[src/rtl/mc_ctrl_pkg.sv]
// Shared types and constants for the multi-cycle RV32I control path.
// Latency: n/a (declarations only).
// Backpressure: n/a.
package mc_ctrl_pkg;

  // FSM states; encodings are visible on the debug state port
  typedef enum logic [3:0] {
    S_FETCH    = 4'd0,
    S_DECODE   = 4'd1,
    S_MEMADR   = 4'd2,
    S_MEMREAD  = 4'd3,
    S_MEMWB    = 4'd4,
    S_MEMWRITE = 4'd5,
    S_EXECUTER = 4'd6,
    S_ALUWB    = 4'd7,
    S_EXECUTEI = 4'd8,
    S_JAL      = 4'd9,
    S_BRANCH   = 4'd10
  } state_e;

  // Opcodes handled by the control path
  localparam logic [6:0] OP_LOAD   = 7'b0000011;
  localparam logic [6:0] OP_STORE  = 7'b0100011;
  localparam logic [6:0] OP_RTYPE  = 7'b0110011;
  localparam logic [6:0] OP_ITYPE  = 7'b0010011;
  localparam logic [6:0] OP_JAL    = 7'b1101111;
  localparam logic [6:0] OP_BRANCH = 7'b1100011;

  // Coarse ALU operation chosen by the FSM
  typedef enum logic [1:0] {
    ALUOP_ADD   = 2'b00,
    ALUOP_SUB   = 2'b01,
    ALUOP_FUNCT = 2'b10
  } alu_op_e;

  // ALUControl codes, held at the widest (4-bit) encoding
  localparam logic [3:0] ALU_ADD  = 4'b0000;
  localparam logic [3:0] ALU_SUB  = 4'b0001;
  localparam logic [3:0] ALU_AND  = 4'b0010;
  localparam logic [3:0] ALU_OR   = 4'b0011;
  localparam logic [3:0] ALU_XOR  = 4'b0100;
  localparam logic [3:0] ALU_SLT  = 4'b0101;
  localparam logic [3:0] ALU_SLL  = 4'b0110;
  localparam logic [3:0] ALU_SRL  = 4'b0111;
  localparam logic [3:0] ALU_SRA  = 4'b1000;
  localparam logic [3:0] ALU_SLTU = 4'b1001;

endpackage

[src/rtl/mc_alu_decoder.sv]
// ALU decoder: maps ALUOp plus funct fields to ALUControl (3-bit base or 4-bit extended set).
// Latency: purely combinational, zero cycles.
// Backpressure: none; output follows inputs.
module mc_alu_decoder
  import mc_ctrl_pkg::*;
#(
  parameter int ALU_CTRL_W = 3
) (
  input  alu_op_e                 alu_op,
  input  logic                    op5,
  input  logic [2:0]              funct3,
  input  logic                    funct7_5,
  output logic [ALU_CTRL_W-1:0]   alu_control
);

  logic [3:0] code;

  // Select the operation; extended funct3 codes exist only in the 4-bit encoding
  always_comb begin
    code = ALU_ADD;
    case (alu_op)
      ALUOP_SUB: code = ALU_SUB;
      ALUOP_FUNCT: begin
        case (funct3)
          3'b000: code = (op5 && funct7_5) ? ALU_SUB : ALU_ADD;
          3'b010: code = ALU_SLT;
          3'b110: code = ALU_OR;
          3'b111: code = ALU_AND;
          3'b100: if (ALU_CTRL_W == 4) code = ALU_XOR;
          3'b001: if (ALU_CTRL_W == 4) code = ALU_SLL;
          3'b101: if (ALU_CTRL_W == 4) code = funct7_5 ? ALU_SRA : ALU_SRL;
          3'b011: if (ALU_CTRL_W == 4) code = ALU_SLTU;
          default: code = ALU_ADD;
        endcase
      end
      default: code = ALU_ADD;
    endcase
    alu_control = ALU_CTRL_W'(code);
  end

endmodule

[src/rtl/multicycle_control_unit.sv]
// Multi-cycle RV32I control FSM (Moore) driving datapath selects/strobes; optional MEM_WAIT_EN wait states.
// Latency: lw 5, sw/R/I/jal 4, beq/bne 3 cycles; FETCH/MEMREAD/MEMWRITE stretch while mem_ready=0 (MEM_WAIT_EN).
// Backpressure: with MEM_WAIT_EN the FSM holds its memory states until mem_ready; otherwise never stalls.
module multicycle_control_unit
  import mc_ctrl_pkg::*;
#(
  parameter int ALU_CTRL_W = 3
) (
  input  logic                  clk,
  input  logic                  rst,
  input  logic [6:0]            op,
  input  logic [2:0]            funct3,
  input  logic [6:0]            funct7,
  input  logic                  zero,
`ifdef MEM_WAIT_EN
  input  logic                  mem_ready,
`endif
  output logic                  PCWrite,
  output logic                  IRWrite,
  output logic                  RegWrite,
  output logic                  MemWrite,
  output logic                  AdrSrc,
  output logic [1:0]            ResultSrc,
  output logic [1:0]            ALUSrcA,
  output logic [1:0]            ALUSrcB,
  output logic [1:0]            ImmSrc,
  output logic [ALU_CTRL_W-1:0] ALUControl,
  output logic [3:0]            state
);

  state_e  state_q, state_d, cur_s;
  alu_op_e alu_op;
  logic    mem_done;
  logic    unused_funct7;

  assign unused_funct7 = ^{funct7[6], funct7[4:0]};

`ifdef MEM_WAIT_EN
  assign mem_done = mem_ready;
`else
  assign mem_done = 1'b1;
`endif

  // State register; reset forces FETCH on every edge it is held
  always_ff @(posedge clk) begin
    if (rst) state_q <= S_FETCH;
    else     state_q <= state_d;
  end

  // Next-state logic
  always_comb begin
    state_d = S_FETCH;
    case (state_q)
      S_FETCH:    state_d = mem_done ? S_DECODE : S_FETCH;
      S_DECODE: begin
        case (op)
          OP_LOAD, OP_STORE: state_d = S_MEMADR;
          OP_RTYPE:          state_d = S_EXECUTER;
          OP_ITYPE:          state_d = S_EXECUTEI;
          OP_JAL:            state_d = S_JAL;
          OP_BRANCH:         state_d = S_BRANCH;
          default:           state_d = S_FETCH;
        endcase
      end
      S_MEMADR:   state_d = op[5] ? S_MEMWRITE : S_MEMREAD;
      S_MEMREAD:  state_d = mem_done ? S_MEMWB : S_MEMREAD;
      S_MEMWB:    state_d = S_FETCH;
      S_MEMWRITE: state_d = mem_done ? S_FETCH : S_MEMWRITE;
      S_EXECUTER: state_d = S_ALUWB;
      S_EXECUTEI: state_d = S_ALUWB;
      S_ALUWB:    state_d = S_FETCH;
      S_JAL:      state_d = S_ALUWB;
      S_BRANCH:   state_d = S_FETCH;
      default:    state_d = S_FETCH;
    endcase
  end

  // Moore outputs; during reset show FETCH selects with every strobe suppressed
  always_comb begin
    cur_s     = rst ? S_FETCH : state_q;
    PCWrite   = 1'b0;
    IRWrite   = 1'b0;
    RegWrite  = 1'b0;
    MemWrite  = 1'b0;
    AdrSrc    = 1'b0;
    ResultSrc = 2'b00;
    ALUSrcA   = 2'b00;
    ALUSrcB   = 2'b00;
    alu_op    = ALUOP_ADD;
    case (cur_s)
      S_FETCH: begin
        IRWrite   = mem_done;
        PCWrite   = mem_done;
        ALUSrcB   = 2'b10;
        ResultSrc = 2'b10;
      end
      S_DECODE: begin
        ALUSrcA = 2'b01;
        ALUSrcB = 2'b01;
      end
      S_MEMADR: begin
        ALUSrcA = 2'b10;
        ALUSrcB = 2'b01;
      end
      S_MEMREAD:  AdrSrc = 1'b1;
      S_MEMWB: begin
        ResultSrc = 2'b01;
        RegWrite  = 1'b1;
      end
      S_MEMWRITE: begin
        AdrSrc   = 1'b1;
        MemWrite = 1'b1;
      end
      S_EXECUTER: begin
        ALUSrcA = 2'b10;
        alu_op  = ALUOP_FUNCT;
      end
      S_EXECUTEI: begin
        ALUSrcA = 2'b10;
        ALUSrcB = 2'b01;
        alu_op  = ALUOP_FUNCT;
      end
      S_ALUWB:    RegWrite = 1'b1;
      S_JAL: begin
        ALUSrcA = 2'b01;
        ALUSrcB = 2'b10;
        PCWrite = 1'b1;
      end
      S_BRANCH: begin
        ALUSrcA = 2'b10;
        alu_op  = ALUOP_SUB;
        PCWrite = zero ^ funct3[0];
      end
      default: ;
    endcase
    if (rst) begin
      PCWrite  = 1'b0;
      IRWrite  = 1'b0;
      RegWrite = 1'b0;
      MemWrite = 1'b0;
    end
  end

  // Immediate format depends only on the opcode
  always_comb begin
    ImmSrc = 2'b00;
    case (op)
      OP_STORE:  ImmSrc = 2'b01;
      OP_BRANCH: ImmSrc = 2'b10;
      OP_JAL:    ImmSrc = 2'b11;
      default:   ImmSrc = 2'b00;
    endcase
  end

  assign state = state_q;

  mc_alu_decoder #(
    .ALU_CTRL_W (ALU_CTRL_W)
  ) u_alu_dec (
    .alu_op      (alu_op),
    .op5         (op[5]),
    .funct3      (funct3),
    .funct7_5    (funct7[5]),
    .alu_control (ALUControl)
  );

endmodule

[config.mk]
export PLATFORM = sky130hd
export DESIGN_NAME = multicycle_control_unit
export DESIGN_NICKNAME = d
export VERILOG_FILES = /design/src/rtl/mc_ctrl_pkg.sv /design/src/rtl/mc_alu_decoder.sv /design/src/rtl/multicycle_control_unit.sv
export SDC_FILE = /design/constraint.sdc
export NUM_CORES = 1
export LEC_CHECK = 0
export BUFFER_PORTS_ARGS = -buffer_cell sky130_fd_sc_hd__buf_2
export CORE_UTILIZATION = 41
export DETAILED_ROUTE_END_ITERATION = 16
export PLACE_DENSITY = 0.78
export SLEW_MARGIN = 20
export SYNTH_ARGS = -nofsm -noshare
export SYNTH_HDL_FRONTEND = slang
export SYNTH_SLANG_ARGS = --single-unit
[constraint.sdc]
create_clock -name clk -period 1.87 [get_ports clk]
set_input_delay 0 -clock clk [delete_from_list [all_inputs] [get_ports clk]]
set_output_delay 0 -clock clk [all_outputs]
set_load 0.01 [all_outputs]
# Word-level counts from Yosys, hierarchy flattened
# Index checks and enable logic that the tools add are counted.
# W data, S select, Z words.
op_classes:
  n_eq_ne: 27
  muxes: 21
  bitwise: 1
  n_reduce_logical: 13
ops:
  columns: ["cell", "count"]
  rows:
  - ["$pmux W4 S5", 2]
  - ["$eq A4 B3 Y1 const B", 5]
  - ["$eq A4 B4 Y1 const B", 5]
  - ["$eq A4 B2 Y1 const B", 4]
  - ["$pmux W2 S2", 4]
  - ["$eq A7 B6 Y1 const B", 2]
  - ["$eq A7 B7 Y1 const B", 2]
  - ["$pmux W3 S4", 1]
  - ["$reduce_or A2 Y1", 6]
  - ["$mux W1", 9]
  - ["$eq A4 B1 Y1 const B", 2]
  - ["$logic_not A4 Y1", 2]
  - ["$eq A7 B2 Y1 const B", 1]
  - ["$eq A7 B5 Y1 const B", 1]
  - ["$eq A3 B3 Y1 const B", 2]
  - ["$pmux W2 S3", 1]
  - ["$pmux W3 S2", 1]
  - ["$reduce_or A3 Y1", 2]
  - ["$mux W4", 1]
  - ["$reduce_or A4 Y1", 1]
  - ["$eq A3 B2 Y1 const B", 1]
  - ["$logic_not A3 Y1", 1]
  - ["$mux W3", 1]
  - ["$eq A2 B1 Y1 const B", 1]
  - ["other kinds (4)", 4]
totals:
  ff_bits: 4
  output_inout_bits: 20

# Depth between registers and ports, before layout
depth:
  depth_word: 6
  ltp_mapped: 8

# Hierarchy
# A second synthesis with hierarchy kept.
hier_totals:
  hier_cells: 83
  hier_area_um2: 620.6
by_module_without_submodules:
  columns: ["mod", "n_inst", "cells_each", "area_each_um2", "seq_area_each_um2"]
  rows:
  - ["multicycle_control_unit", 1, 72, 524.3, 80.1]
  - ["mc_alu_decoder", 1, 11, 96.3, 0.0]

# Worst setup path before layout
# Ideal clock, no wire load.
synth_timing:
  kind: "register to output"
  from: "register state_q[2] (netlist: state[2])"
  to: "output ALUControl[2]"
  arrival_ns: 1.729
  setup_slack_ns: 0.141
  path_stages_with_launch: 6
  path_buffers: 1
  path_cell_list: "dfxtp_1 buf_2 nand3b_1 a211o_1 ha_1 nor4_1"
synth_via:
  elab_chain_len: 6
synth_lines:
  columns: ["item", "line", "rtl"]
  rows:
  - ["from (decl)", "multicycle_control_unit.sv:31", "state_e state_q, state_d, cur_s;"]
  - ["from (signal assigned)", "multicycle_control_unit.sv:47", "else state_q <= state_d;"]
  - ["$mux W4 *", "multicycle_control_unit.sv:80", "cur_s = rst ? S_FETCH : state_q;"]
  - ["$eq A4 B4 Y1 or $eq A4 B3 Y1 (tied branches)", "multicycle_control_unit.sv:90", "case (cur_s)"]
  - ["$reduce_or A2 Y1 (no source line)", null, null]
  - ["$pmux W2 S2 *", "multicycle_control_unit.sv:90", null]
  - ["$eq A2 B2 Y1 or $eq A2 B1 Y1 (tied branches)", "mc_alu_decoder.sv:21", "case (alu_op)"]
  - ["$pmux W3 S2 *", "mc_alu_decoder.sv:21", null]
  - ["to (decl)", "multicycle_control_unit.sv:27", "output logic [ALU_CTRL_W-1:0] ALUControl,"]
# Every way passes the cells marked *; elsewhere a longest branch is shown, timed or not.

# Worst setup path in the final report
layout_timing:
  from: "register state_q[3] (netlist: state[3])"
  to: "output ALUControl[2]"
# Same word-level chain as after synthesis.

==> results.yml <==
status:
  outcome: "finished clean"
placed_design:
  gp_congestion: 0.846
  hpwl_um: 1220
  place_area_um2: 803
  port_buffers: 33
layout:
  largest_register_ff_count: 4
  syn_to_final_growth_pct: 40.3
  drive_gt1_frac: 0.431
  final_cell_mix: "buf_2 (33), nor3_1 (7), nor2_1 (6), a21oi_1 (6), buf_4 (6)"
  final_common_cell: "buf_2"
  fin_nets: 147
  final_area_um2: 853
  diodes: 0
floorplanning:
  die-area_um2: 1640
  io_pins: 40
  die-height_um: 40.5
  start_util: 0.456
  die_width_um: 40.5
  rows: 13
  core_area_um2: 1330
global_routing:
  use_met3: 0.0333
  grt_pass1_vias: 553
  met2_usage: 0.353
  busiest_layer: "met2"
  grtUsageTotal: 0.202
  grt_pass1_wl_um: 2210
  grt_max_degree: 13
  overflow: 0
  use_met1: 0.233
  grt_antenna_before_repair: 0
yosys:
  synth_area_leader_cell: "dfxtp_1"
  yosys_warnings: 0
  syn_area_per_cell_um2: 7.07
  synthArstFlopShare: 0
  synth_top_area_share: 0.132
  ys_types: 42
  synth_edf_count: 0
  synth-seq-cells: 4
  synthTopCellsByArea: "dfxtp_1 (13%), nor3_1 (5.8%), xor2_1 (5.8%), a21oi_1 (4.9%), nor2_1 (4.3%)"
  ys_seq_area_frac: 0.132
  synthCells: 86
  synthesis.area_um2: 608
  synth-main-ff-cell: "dfxtp_1"
  syn_nets: 108
power_and_ir_drop:
  sw_frac_of_total: 0.330
  combPwrFrac: 0.316
  sequentialPowerShare: 0.289
  leakage_nw: 0.418
  power_density_nw_per_um2: 358
  peakVddDrop_mv: 0.332
  internal_power_uw: 205
  p_sw_uw: 101
  pwr-share-clk: 0.395
clock_tree:
  cts_sinks: 4
  cts_max_path_buffers: 2
  clk_latency_ns: 0.25
  cts_max_level: 1
  root_buffer: "clkbuf_4"
  cts_tree: "done"
  numCtsBuffers: 3
  clkTransAtPathRegs_ns: 0.05
  cts_hold_buf: 0
setup_path:
  crit_path_end_kind: "output port"
  cp.arrival_ns: 1.79
  slowest_stage: "dfxtp_2"
  start_kind: "flip-flop"
  crit_buf_inv: 1
  crit_chain: "nand3b_1 > a211o_1 > ha_1 > nor4_1 > buf_2"
  slowest_delay_ns: 0.37
  crit_family: "simple AND/OR/NAND/NOR gates"
  worst_ep_required_time_ns: 1.87
  critPathMaxFanout: 11
  crit_type: "reg -> out"
sta:
  period_share: 0.955
  fmax_ghz: 0.560
  finalSetupTns_ns: 0
  slew_headroom: 0.811
  rsz0062_at_grt: "no"
  setup_violations: 0
  min_period_ns: 1.79
  worst_slew_pin_slew_ns: 0.282
  finalHoldViolations: 0
  skew_ns: 0.00668
  final_max_slew_viol_count: 0
worst_hold_path:
  hold_path_class: "in -> reg"
routing:
  route.vias.total: 751
  ant_nets: 0
  drt_iter0_markers: 11
  wl_per_cell_um: 11.5
  drt_wl_total_um: 1590
  vias_per_cell: 5.44
  route.detailed.drc: 0
  drt_first_pass_iters: 4
job:
  maxCapViolations: 0
## cells by family after synthesis
logic type / synth area share
muxes: 0.0329
buffers and inverters: 0.0802
xor gates and xnor gates: 0.0720
and+or+nand+nor: 0.426
AOI/OAI and AO/OA: 0.216
DFF: 0.132
adders and majority gates: 0.0411
## path summary, 6_finish.rpt
check,from,to,slack [ns],cells after the start
worst max-delay path,state[3],ALUControl[2],0.08,5
worst min-delay path,op[6],state[1],0.16,4
worst min register to register,state[3],state[2],0.57,2
worst max register to register,state[1],state[1],0.63,4
## layout make-up
type	instances	area, um^2
clock buffer	3	22.5
multi-input combinational	72	497
sequential	4	85.1
inverter	4	15.0
tap	15	18.8
timing repair buffer	40	215
fill	122	480
## power groups by stage
stage / logic [mW] / clock network [mW] / registers (mW)
floorplan: 0.0533 / 0 / 0.0931
global placement: 0.0928 / 0 / 0.0910
detailed placement: 0.0950 / 0 / 0.0911
CTS: 0.0959 / 0.123 / 0.0897
global route: 0.107 / 0.123 / 0.0888
finish: 0.0964 / 0.121 / 0.0884
## worst min-delay path: cells and delay by family
kind / cells / cell delay, ns
AOI/OAI and AO/OA: 2 / 0.20
buffers and inverters: 1 / 0.11
and+or+nand+nor: 1 / 0.05
## cell usage after synthesis (all sizes together), types with 2 or more instances
| master | count |
|---|---|
| nor2b | 3 |
| nor2 | 7 |
| dfxtp | 4 |
| nor3 | 7 |
| or3 | 2 |
| xor2 | 4 |
| mux2i | 2 |
| o21ai | 5 |
| nand2b | 4 |
| inv | 4 |
| nand3b | 2 |
| a21oi | 6 |
| buf | 5 |
| ha | 2 |
| nand2 | 5 |
## stage by stage
stage / hold WS (ns) / power [mW] / util / setup WS, ns / std cells
floorplan: 0.0503 / 0.146 / - / 0.141 / 86
global placement: 0.256 / 0.184 / 0.602 / 0.219 / 134
detailed placement: 0.271 / 0.186 / 0.602 / 0.206 / 134
CTS: 0.153 / 0.309 / 0.627 / 0.0142 / 137
global route: 0.210 / 0.318 / 0.640 / 0.00558 / 138
finish: 0.161 / 0.306 / 0.640 / 0.0840 / 138
## timing repair
action	in CTS	in global routing
setup buffers	0	1
pin swaps	0	3
gates cloned	0	0
endpoints found under the setup margin	2	2
resized for setup	4	4
## layer usage
layer,share of wire,vias to the layer above
li1,-,389
met1,0.43,333
met2,0.50,27
met3,0.046,2
met4,0.014,0
met5,0,-
No activity file was read; power rests on OpenSTA's default activity.
